### src/rtl/riscv_uart_programmer.sv
// riscv_uart_programmer
//   UART bootloader master. Receives an 8N1 byte stream from a host, parses a
//   session header (command byte + 16-bit little-endian word count), assembles
//   little-endian 32-bit words and writes them through the UPG port of the
//   instruction/data RAM wrappers.
// Ports:
//   clk         UPG clock, all logic on posedge
//   rst         synchronous active-low reset
//   rx          asynchronous UART line, idle high
//   upg_rst_o   1 = no session in progress, 0 = programming session active
//   upg_wen_o   one-cycle write strobe per assembled word
//   upg_adr_o   [14] target (0 = instr RAM, 1 = data RAM), [13:0] word address
//   upg_dat_o   write data, held until the next strobe
//   upg_done_o  sticky, set together with the last word's strobe
//   err_o       sticky, framing error or bad command byte seen
module riscv_uart_programmer #(
  parameter int CLKS_PER_BIT = 87,
  parameter int SYNC_STAGES  = 2
) (
  input  logic        clk,
  input  logic        rst,
  input  logic        rx,
  output logic        upg_rst_o,
  output logic        upg_wen_o,
  output logic [14:0] upg_adr_o,
  output logic [31:0] upg_dat_o,
  output logic        upg_done_o,
  output logic        err_o
);

  localparam int CW = $clog2(CLKS_PER_BIT + 1);
  localparam logic [CW-1:0] LAST_TICK = CW'(CLKS_PER_BIT - 1);
  localparam logic [CW-1:0] HALF_TICK = CW'(CLKS_PER_BIT / 2 - 1);

  typedef enum logic [2:0] {RX_IDLE, RX_START, RX_DATA, RX_STOP, RX_WAIT} rx_state_t;
  typedef enum logic [2:0] {HDR_CMD, HDR_LEN0, HDR_LEN1, DATA, DONE} ses_state_t;

  logic [SYNC_STAGES-1:0] r_rx_sync;
  logic                   r_rx_prev;
  logic                   w_rx;

  rx_state_t              r_rx_state;
  logic [CW-1:0]          r_clk_cnt;
  logic [2:0]             r_bit_idx;
  logic [7:0]             r_shift;
  logic                   r_byte_vld;
  logic [7:0]             r_byte;
  logic                   r_frame_err;

  ses_state_t             r_state;
  logic                   r_tgt;
  logic [7:0]             r_len_lo;
  logic [15:0]            r_words_left;
  logic [23:0]            r_word;
  logic [1:0]             r_byte_idx;
  logic [13:0]            r_adr;
  logic                   r_upg_rst;
  logic                   r_upg_wen;
  logic [14:0]            r_upg_adr;
  logic [31:0]            r_upg_dat;
  logic                   r_upg_done;
  logic                   r_err;

  assign w_rx       = r_rx_sync[SYNC_STAGES-1];
  assign upg_rst_o  = r_upg_rst;
  assign upg_wen_o  = r_upg_wen;
  assign upg_adr_o  = r_upg_adr;
  assign upg_dat_o  = r_upg_dat;
  assign upg_done_o = r_upg_done;
  assign err_o      = r_err;

  // Synchronise the asynchronous rx line; keep one extra stage for edge detect.
  always_ff @(posedge clk) begin
    if (!rst) begin
      r_rx_sync <= '1;
      r_rx_prev <= 1'b1;
    end else begin
      r_rx_sync <= {r_rx_sync[SYNC_STAGES-2:0], rx};
      r_rx_prev <= w_rx;
    end
  end

  // 8N1 receiver: mid-bit sampling, LSB first, one-cycle byte_vld or frame_err pulse.
  always_ff @(posedge clk) begin
    if (!rst) begin
      r_rx_state  <= RX_IDLE;
      r_clk_cnt   <= '0;
      r_bit_idx   <= 3'd0;
      r_shift     <= 8'h00;
      r_byte_vld  <= 1'b0;
      r_byte      <= 8'h00;
      r_frame_err <= 1'b0;
    end else begin
      r_byte_vld  <= 1'b0;
      r_frame_err <= 1'b0;
      case (r_rx_state)
        RX_IDLE: begin
          r_clk_cnt <= '0;
          if (r_rx_prev && !w_rx) begin
            r_rx_state <= RX_START;
          end
        end
        RX_START: begin
          if (r_clk_cnt == HALF_TICK) begin
            r_clk_cnt <= '0;
            r_bit_idx <= 3'd0;
            // A glitch that is gone by mid start bit is abandoned silently.
            r_rx_state <= w_rx ? RX_IDLE : RX_DATA;
          end else begin
            r_clk_cnt <= r_clk_cnt + CW'(1);
          end
        end
        RX_DATA: begin
          if (r_clk_cnt == LAST_TICK) begin
            r_clk_cnt <= '0;
            r_shift   <= {w_rx, r_shift[7:1]};
            r_bit_idx <= r_bit_idx + 3'd1;
            if (r_bit_idx == 3'd7) begin
              r_rx_state <= RX_STOP;
            end
          end else begin
            r_clk_cnt <= r_clk_cnt + CW'(1);
          end
        end
        RX_STOP: begin
          if (r_clk_cnt == LAST_TICK) begin
            r_clk_cnt <= '0;
            if (w_rx) begin
              r_byte_vld <= 1'b1;
              r_byte     <= r_shift;
              r_rx_state <= RX_IDLE;
            end else begin
              // Bad stop bit: drop the byte and wait for the line to recover.
              r_frame_err <= 1'b1;
              r_rx_state  <= RX_WAIT;
            end
          end else begin
            r_clk_cnt <= r_clk_cnt + CW'(1);
          end
        end
        RX_WAIT: begin
          r_clk_cnt <= '0;
          if (w_rx) begin
            r_rx_state <= RX_IDLE;
          end
        end
        default: begin
          r_rx_state <= RX_IDLE;
        end
      endcase
    end
  end

  // Session FSM: header parse, word assembly and registered UPG outputs.
  always_ff @(posedge clk) begin
    if (!rst) begin
      r_state      <= HDR_CMD;
      r_tgt        <= 1'b0;
      r_len_lo     <= 8'h00;
      r_words_left <= 16'h0000;
      r_word       <= 24'h000000;
      r_byte_idx   <= 2'd0;
      r_adr        <= 14'h0000;
      r_upg_rst    <= 1'b1;
      r_upg_wen    <= 1'b0;
      r_upg_adr    <= 15'h0000;
      r_upg_dat    <= 32'h0000_0000;
      r_upg_done   <= 1'b0;
      r_err        <= 1'b0;
    end else begin
      r_upg_wen <= 1'b0;
      if (r_frame_err) begin
        r_err <= 1'b1;
      end
      if (r_byte_vld) begin
        case (r_state)
          HDR_CMD: begin
            if (r_byte == 8'h00 || r_byte == 8'h01) begin
              r_tgt     <= r_byte[0];
              r_upg_rst <= 1'b0;
              r_state   <= HDR_LEN0;
            end else begin
              r_err <= 1'b1;
            end
          end
          HDR_LEN0: begin
            r_len_lo <= r_byte;
            r_state  <= HDR_LEN1;
          end
          HDR_LEN1: begin
            r_words_left <= {r_byte, r_len_lo};
            r_byte_idx   <= 2'd0;
            r_adr        <= 14'h0000;
            if ({r_byte, r_len_lo} == 16'h0000) begin
              r_upg_done <= 1'b1;
              r_state    <= DONE;
            end else begin
              r_state <= DATA;
            end
          end
          DATA: begin
            r_byte_idx <= r_byte_idx + 2'd1;
            case (r_byte_idx)
              2'd0: r_word[7:0]   <= r_byte;
              2'd1: r_word[15:8]  <= r_byte;
              2'd2: r_word[23:16] <= r_byte;
              default: begin
                r_upg_dat    <= {r_byte, r_word};
                r_upg_adr    <= {r_tgt, r_adr};
                r_upg_wen    <= 1'b1;
                r_adr        <= r_adr + 14'd1;
                r_words_left <= r_words_left - 16'd1;
                // Done rises together with the last word's strobe.
                if (r_words_left == 16'd1) begin
                  r_upg_done <= 1'b1;
                  r_state    <= DONE;
                end
              end
            endcase
          end
          DONE: begin
            r_state <= DONE;
          end
          default: begin
            r_state <= HDR_CMD;
          end
        endcase
      end
    end
  end

endmodule

### config.mk
export PLATFORM = sky130hd
export DESIGN_NAME = riscv_uart_programmer
export DESIGN_NICKNAME = d
export VERILOG_FILES = /design/src/rtl/riscv_uart_programmer.sv
export SDC_FILE = /design/constraint.sdc
export NUM_CORES = 1
export LEC_CHECK = 0
export CAP_MARGIN = 20
export CORE_UTILIZATION = 34
export CTS_BUF_LIST = sky130_fd_sc_hd__clkbuf_4 sky130_fd_sc_hd__clkbuf_8
export CTS_CLUSTER_DIAMETER = 60
export CTS_CLUSTER_SIZE = 20
export DETAILED_ROUTE_END_ITERATION = 7
export MAX_ROUTING_LAYER = met4
export PLACE_DENSITY = 0.59
export REMOVE_ABC_BUFFERS = 1
export SYNTH_ARGS = -nofsm -noshare
export SYNTH_HDL_FRONTEND = slang
export SYNTH_SLANG_ARGS = --single-unit
### constraint.sdc
create_clock -name clk -period 2.32 [get_ports clk]
set_input_delay 0.464 -clock clk [delete_from_list [all_inputs] [get_ports clk]]
set_output_delay 0.464 -clock clk [all_outputs]
set_load 0.01 [all_outputs]
# ---- Word level (Yosys, flattened, before mapping)
# Index checks and enable logic that the tools add are counted.
dict set report totals {
  ff_bits 153
  input_bits 3
  out_inout_bits 51
  word_cells 121
}
dict set report classes {
  n_addsub 5
  eq_ne 25
  mux 36
  n_bitwise 1
  n_reduce_logical 30
}
# op n
set ops {}
lappend ops {{3-bit two-way mux} 13}
lappend ops {{16-bit case mux with 2 select lines} 1}
lappend ops {{3-bit case mux with 5 select lines} 2}
lappend ops {{3-bit AND reduction} 10}
lappend ops {{14-bit case mux with 2 select lines} 1}
lappend ops {{7-bit case mux with 3 select lines} 1}
lappend ops {{2-bit inequality test (second input constant)} 10}
lappend ops {{16-bit by 1-bit == test with 1-bit output (second input constant)} 1}
lappend ops {{16-bit logical NOT} 1}
lappend ops {{16-bit two-way mux} 1}
lappend ops {{16-bit by 1-bit subtractor with 16-bit output (second input constant)} 1}
lappend ops {{14-bit by 1-bit adder with 14-bit output (second input constant)} 1}
lappend ops {{14-bit two-way mux} 1}
lappend ops {{7-bit two-way mux} 2}
lappend ops {{3-bit by 2-bit == test with 1-bit output (second input constant)} 4}
lappend ops {{1-bit two-way mux} 10}
lappend ops {{3-bit == test (second input constant)} 3}
lappend ops {{8-bit by 1-bit == test with 1-bit output (second input constant)} 1}
lappend ops {{8-bit logical NOT} 1}
lappend ops {{7-bit by 1-bit adder with 7-bit output (second input constant)} 1}
lappend ops {{7-bit by 6-bit == test with 1-bit output (second input constant)} 1}
lappend ops {{7-bit == test (second input constant)} 1}
lappend ops {{3-bit by 1-bit == test with 1-bit output (second input constant)} 2}
lappend ops {{3-bit logical NOT} 2}
lappend ops {{other kinds (21)} 25}

# ---- Depth between registers and ports, before layout
dict set report logic_depth {
  depth_word 5
  depth_mapped 8
  mapped_depth_nobuf 6
}

# ---- Worst setup path before layout
# OpenSTA, ideal clock, no wires.
dict set report synth_timing {
  path_kind {reg-to-reg}
  startpoint {register r_byte_idx[0]}
  endpoint {register r_adr[13]}
  setup_ns 0.071
  arrival_ns 1.752
  required_time_ns 2.249
  slack_ns 0.498
  stages_incl_launch_ff 7
  path_buffers 1
  cell_sequence {dfxtp_1 -> ha_1 -> nand2b_1 -> clkbuf_1 -> nand4_2 -> or4_1 -> a21oi_1}
}
dict set report synth_between {
  elab_chain_len 4
  elab_cells_between_ends 6
}
# item line
set synth_rtl {}
lappend synth_rtl {{from (decl)} 55} ;# logic [1:0] r_byte_idx;
lappend synth_rtl {{from (signal assigned)} 202} ;# r_byte_idx <= r_byte_idx + 2'd1;
lappend synth_rtl {{2-bit == test (tied with other cells)} 203} ;# case (r_byte_idx)
lappend synth_rtl {{3-bit OR reduction (no line) *} --}
lappend synth_rtl {{2-bit inequality test (no line) *} --}
lappend synth_rtl {{3-bit AND reduction (no line) *} --}
lappend synth_rtl {{to (signal assigned)} 211} ;# r_adr <= r_adr + 14'd1;
lappend synth_rtl {{to (decl)} 56} ;# logic [13:0] r_adr;
# Mark *: on every way between the ends. The rest lies on a longest branch, timed or not.
# A chain may end at the register's enable or synchronous reset.

# ---- Worst setup path in the final report
dict set report layout_timing {
  startpoint {register r_clk_cnt[0]}
  endpoint {register r_byte[1]}
}
dict set report layout_between {
  elab_chain_len 2
}
# item line
set layout_rtl {}
lappend layout_rtl {{from (decl)} 43} ;# logic [CW-1:0] r_clk_cnt;
lappend layout_rtl {{from (signal assigned)} 110} ;# r_clk_cnt <= r_clk_cnt + CW'(1);
lappend layout_rtl {{from (signal assigned)} 122} ;# r_clk_cnt <= r_clk_cnt + CW'(1);
lappend layout_rtl {{from (signal assigned)} 138} ;# r_clk_cnt <= r_clk_cnt + CW'(1);
lappend layout_rtl {{7-bit == test} 126} ;# if (r_clk_cnt == LAST_TICK) begin
lappend layout_rtl {{3-bit AND reduction (no line)} --}
lappend layout_rtl {{to (signal assigned)} 130} ;# r_byte <= r_shift;
lappend layout_rtl {{to (decl)} 47} ;# logic [7:0] r_byte;
# No other way between the ends.

==> metrics.cfg <==
[status]
status = complete, no violations

[timing]
setup_tns_ns = 0
min_period_ns = 1.980
slew_headroom_pct = 57.18
setup_viol = 0
finalHoldViolCount = 0
fmax_mhz = 505.0
skew_ns = 0.01333
finalCritPeriodShare_pct = 85.35
rsz0062_at_grt = no
finalMaxSlewViolations = 0
tightest_slew_ns = 0.6365

[clocking]
holdBufCountCts = 0
cts_num_sinks = 153
root_buffer = clkbuf_8
cts_resized = 0
post_cts_buffers = 0
path_clk_slew_ns = 0.08
insertion_delay_ns = 0.46
cts_tree = yes
numCtsBuffers = 17
cts_max_path_buffers = 2
htree_levels = 4

[hold_path]
min_to = r_rx_sync[1]
hold_depth = 1
hold_path.class = flip-flop to flip-flop
hp-start = r_rx_sync[0]

[setup_path]
crit_path_end_kind = flip-flop
crit_required_ns = 2.64
critPathKind = flip-flop to flip-flop
start_kind = flip-flop
setup.worst_path.start = r_clk_cnt[0]
ff2ff_setup_slack_ns = 0.34
path_max_fanout = 9
reg2reg_depth = 6
reg2reg_to = r_byte[1]
crit_arrival_ns = 2.30
r2r_start = r_clk_cnt[0]

[global_route]
antenna_found_initial = 0
grt_pass1_wl_um = 25340
grt_overflow = 0
grt_max_degree = 50
grt_pass1_vias = 4977
grtUsageTotal_pct = 16.46

[yosys]
synth_warnings = 0
synthMuxAreaShare_pct = 4.285
synth_top_family_by_area = simple AND/OR/NAND/NOR gates
synth_cell_types = 61
syn_area_um2 = 6541
synth-xor-area-share_pct = 0.8034
yosysSeqAreaShare_pct = 46.82
synthSimpleGateAreaFrac_pct = 24.62
synth_adder_area_share_pct = 2.104
synth_compound_gate_area_share_pct = 16.66
ys_top_cells_by_area = dfxtp_1 (47%), nand2_1 (8.8%), a21oi_1 (7.7%), mux2i_1 (4.3%), nand3_1 (3.4%)
synthFlopType = dfxtp_1
synthArstFlopShare_pct = 0
yosys.area.top_type = dfxtp_1
syn_area_per_cell_um2 = 8.197
synth_edf_count = 0
synthCells = 798
yosys_register_bits = 153
yosysTopAreaCellShare_pct = 46.82

[routing]
drc = 0
drt-pass1-iter-count = 5
viasPerCell = 5.121
drtAntennaViolNets = 0
finalWirelength_um = 15220
drt_iter0_drc = 411
dr_total_vias = 5520
wl_per_cell_um = 14.11

[power]
ir_drop_uv = 413.6
p_leak_nw = 2.591
power_density_nw_per_um2 = 623.1

[final_layout]
antenna_cells = 0
post-route-util_pct = 41.15
nets = 845
fin_area_um2 = 7722
final_cell_mix = nand2_1 (154), dfxtp_1 (153), a21oi_1 (101), nor2_1 (55), clkdlybuf4s50_1 (53)
stdcell_count = 1078
final_common_cell = nand2_1
syn2layout_area_growth_pct = 18.06
layout-drive-gt1-share_pct = 7.938

[floorplanning]
initial_utilization_pct = 34.85
core_area_um2 = 18770
die_w_um = 140.7
num_rows = 50
pin_count = 54
fp.dieArea_um2 = 19800
die_h_um = 140.7

[place]
place_inst = 1046
place_area_um2 = 7312
globalplace.congestion = 0.8515
io_buffers = 53
hpwl_um = 9865

[run]
maxCapViolCount = 0

flip-flops by register name (all words and copies together), names as in the netlist, 7 cells and up:
name	flops
r_clk_cnt	7
r_adr	14
r_shift	8
upg_dat_o	32
upg_adr_o	15
r_words_left	16
r_word	24
r_len_lo	8
r_byte	8
where the power goes:
group          internal [mW]  switching, mW
clock network           1.03           1.09
registers               2.63        0.00480
logic                 0.0164         0.0519
worst max-delay path, cell delays in order (launching register included):
cell     delay [ns]
dfxtp_1        0.35
inv_1          0.07
ha_1           0.15
and2_0         0.33
nand4_1        0.57
mux2i_1        0.32
nor2_1         0.06
worst max path at each step:
stage / end / slack, ns / depth (start not counted)
floorplan: r_clk_cnt[4] / -0.51 / 4
global placement: r_clk_cnt[4] / 0.36 / 5
detailed placement: r_clk_cnt[2] / 0.35 / 5
CTS: r_byte[1] / 0.33 / 6
global route: r_byte[5] / 0.15 / 6
finish: r_byte[1] / 0.34 / 6
final cells by class:
cell class | instances | area [um^2]
timing repair buffer | 78 | 743.2
sequential | 153 | 3063
tap | 234 | 292.8
multi-input combinational | 570 | 3171
clock inverter | 13 | 155.1
inverter | 11 | 42.54
clock buffer | 19 | 255.2
fill | 1952 | 11050
synth_stat cells (4+ instances only):
library cell / n
mux2i_1: 28
a21oi_1: 101
o21ai_0: 19
nand3_1: 44
clkbuf_1: 45
o211ai_1: 7
dfxtp_1: 153
nand2_1: 154
and2_1: 4
or3_1: 6
nand4_1: 14
inv_1: 11
a211oi_1: 5
a21boi_0: 4
a31oi_1: 7
or4_1: 6
a21o_1: 5
o22ai_1: 7
buf_1: 5
nor4_1: 8
buf_2: 12
ha_1: 11
nor2_1: 55
or2_2: 4
nand2b_1: 8
nor3_1: 10
per-layer routing:
layer	up-vias	track usage, %	part of all wire, %
li1	2862	-	-
met2	113	24.88	45
met4	0	5.664	1.3
met5	-	-	0
met1	2530	21.66	50
met3	15	3.567	3.4
logic make-up (layout without fill, tap and decap cells):
logic type / Yosys count / in the layout
fa+ha+maj: 11 / 11
simple gates: 341 / 341
flops: 153 / 153
xor+xnor: 6 / 6
compound gates: 184 / 184
buf+inv: 75 / 121
mux: 28 / 28
through the flow:
step / hold slack (ns) / setup WS [ns] / power, mW
floorplan: 0.3863 / -0.5138 / 2.729
global placement: 0.3921 / 0.3633 / 2.763
detailed placement: 0.3926 / 0.3452 / 2.762
CTS: 0.4128 / 0.3308 / 4.872
global route: 0.4439 / 0.1469 / 4.996
finish: 0.4101 / 0.3399 / 4.812
Note: power is estimated with default switching activity, not from simulation.
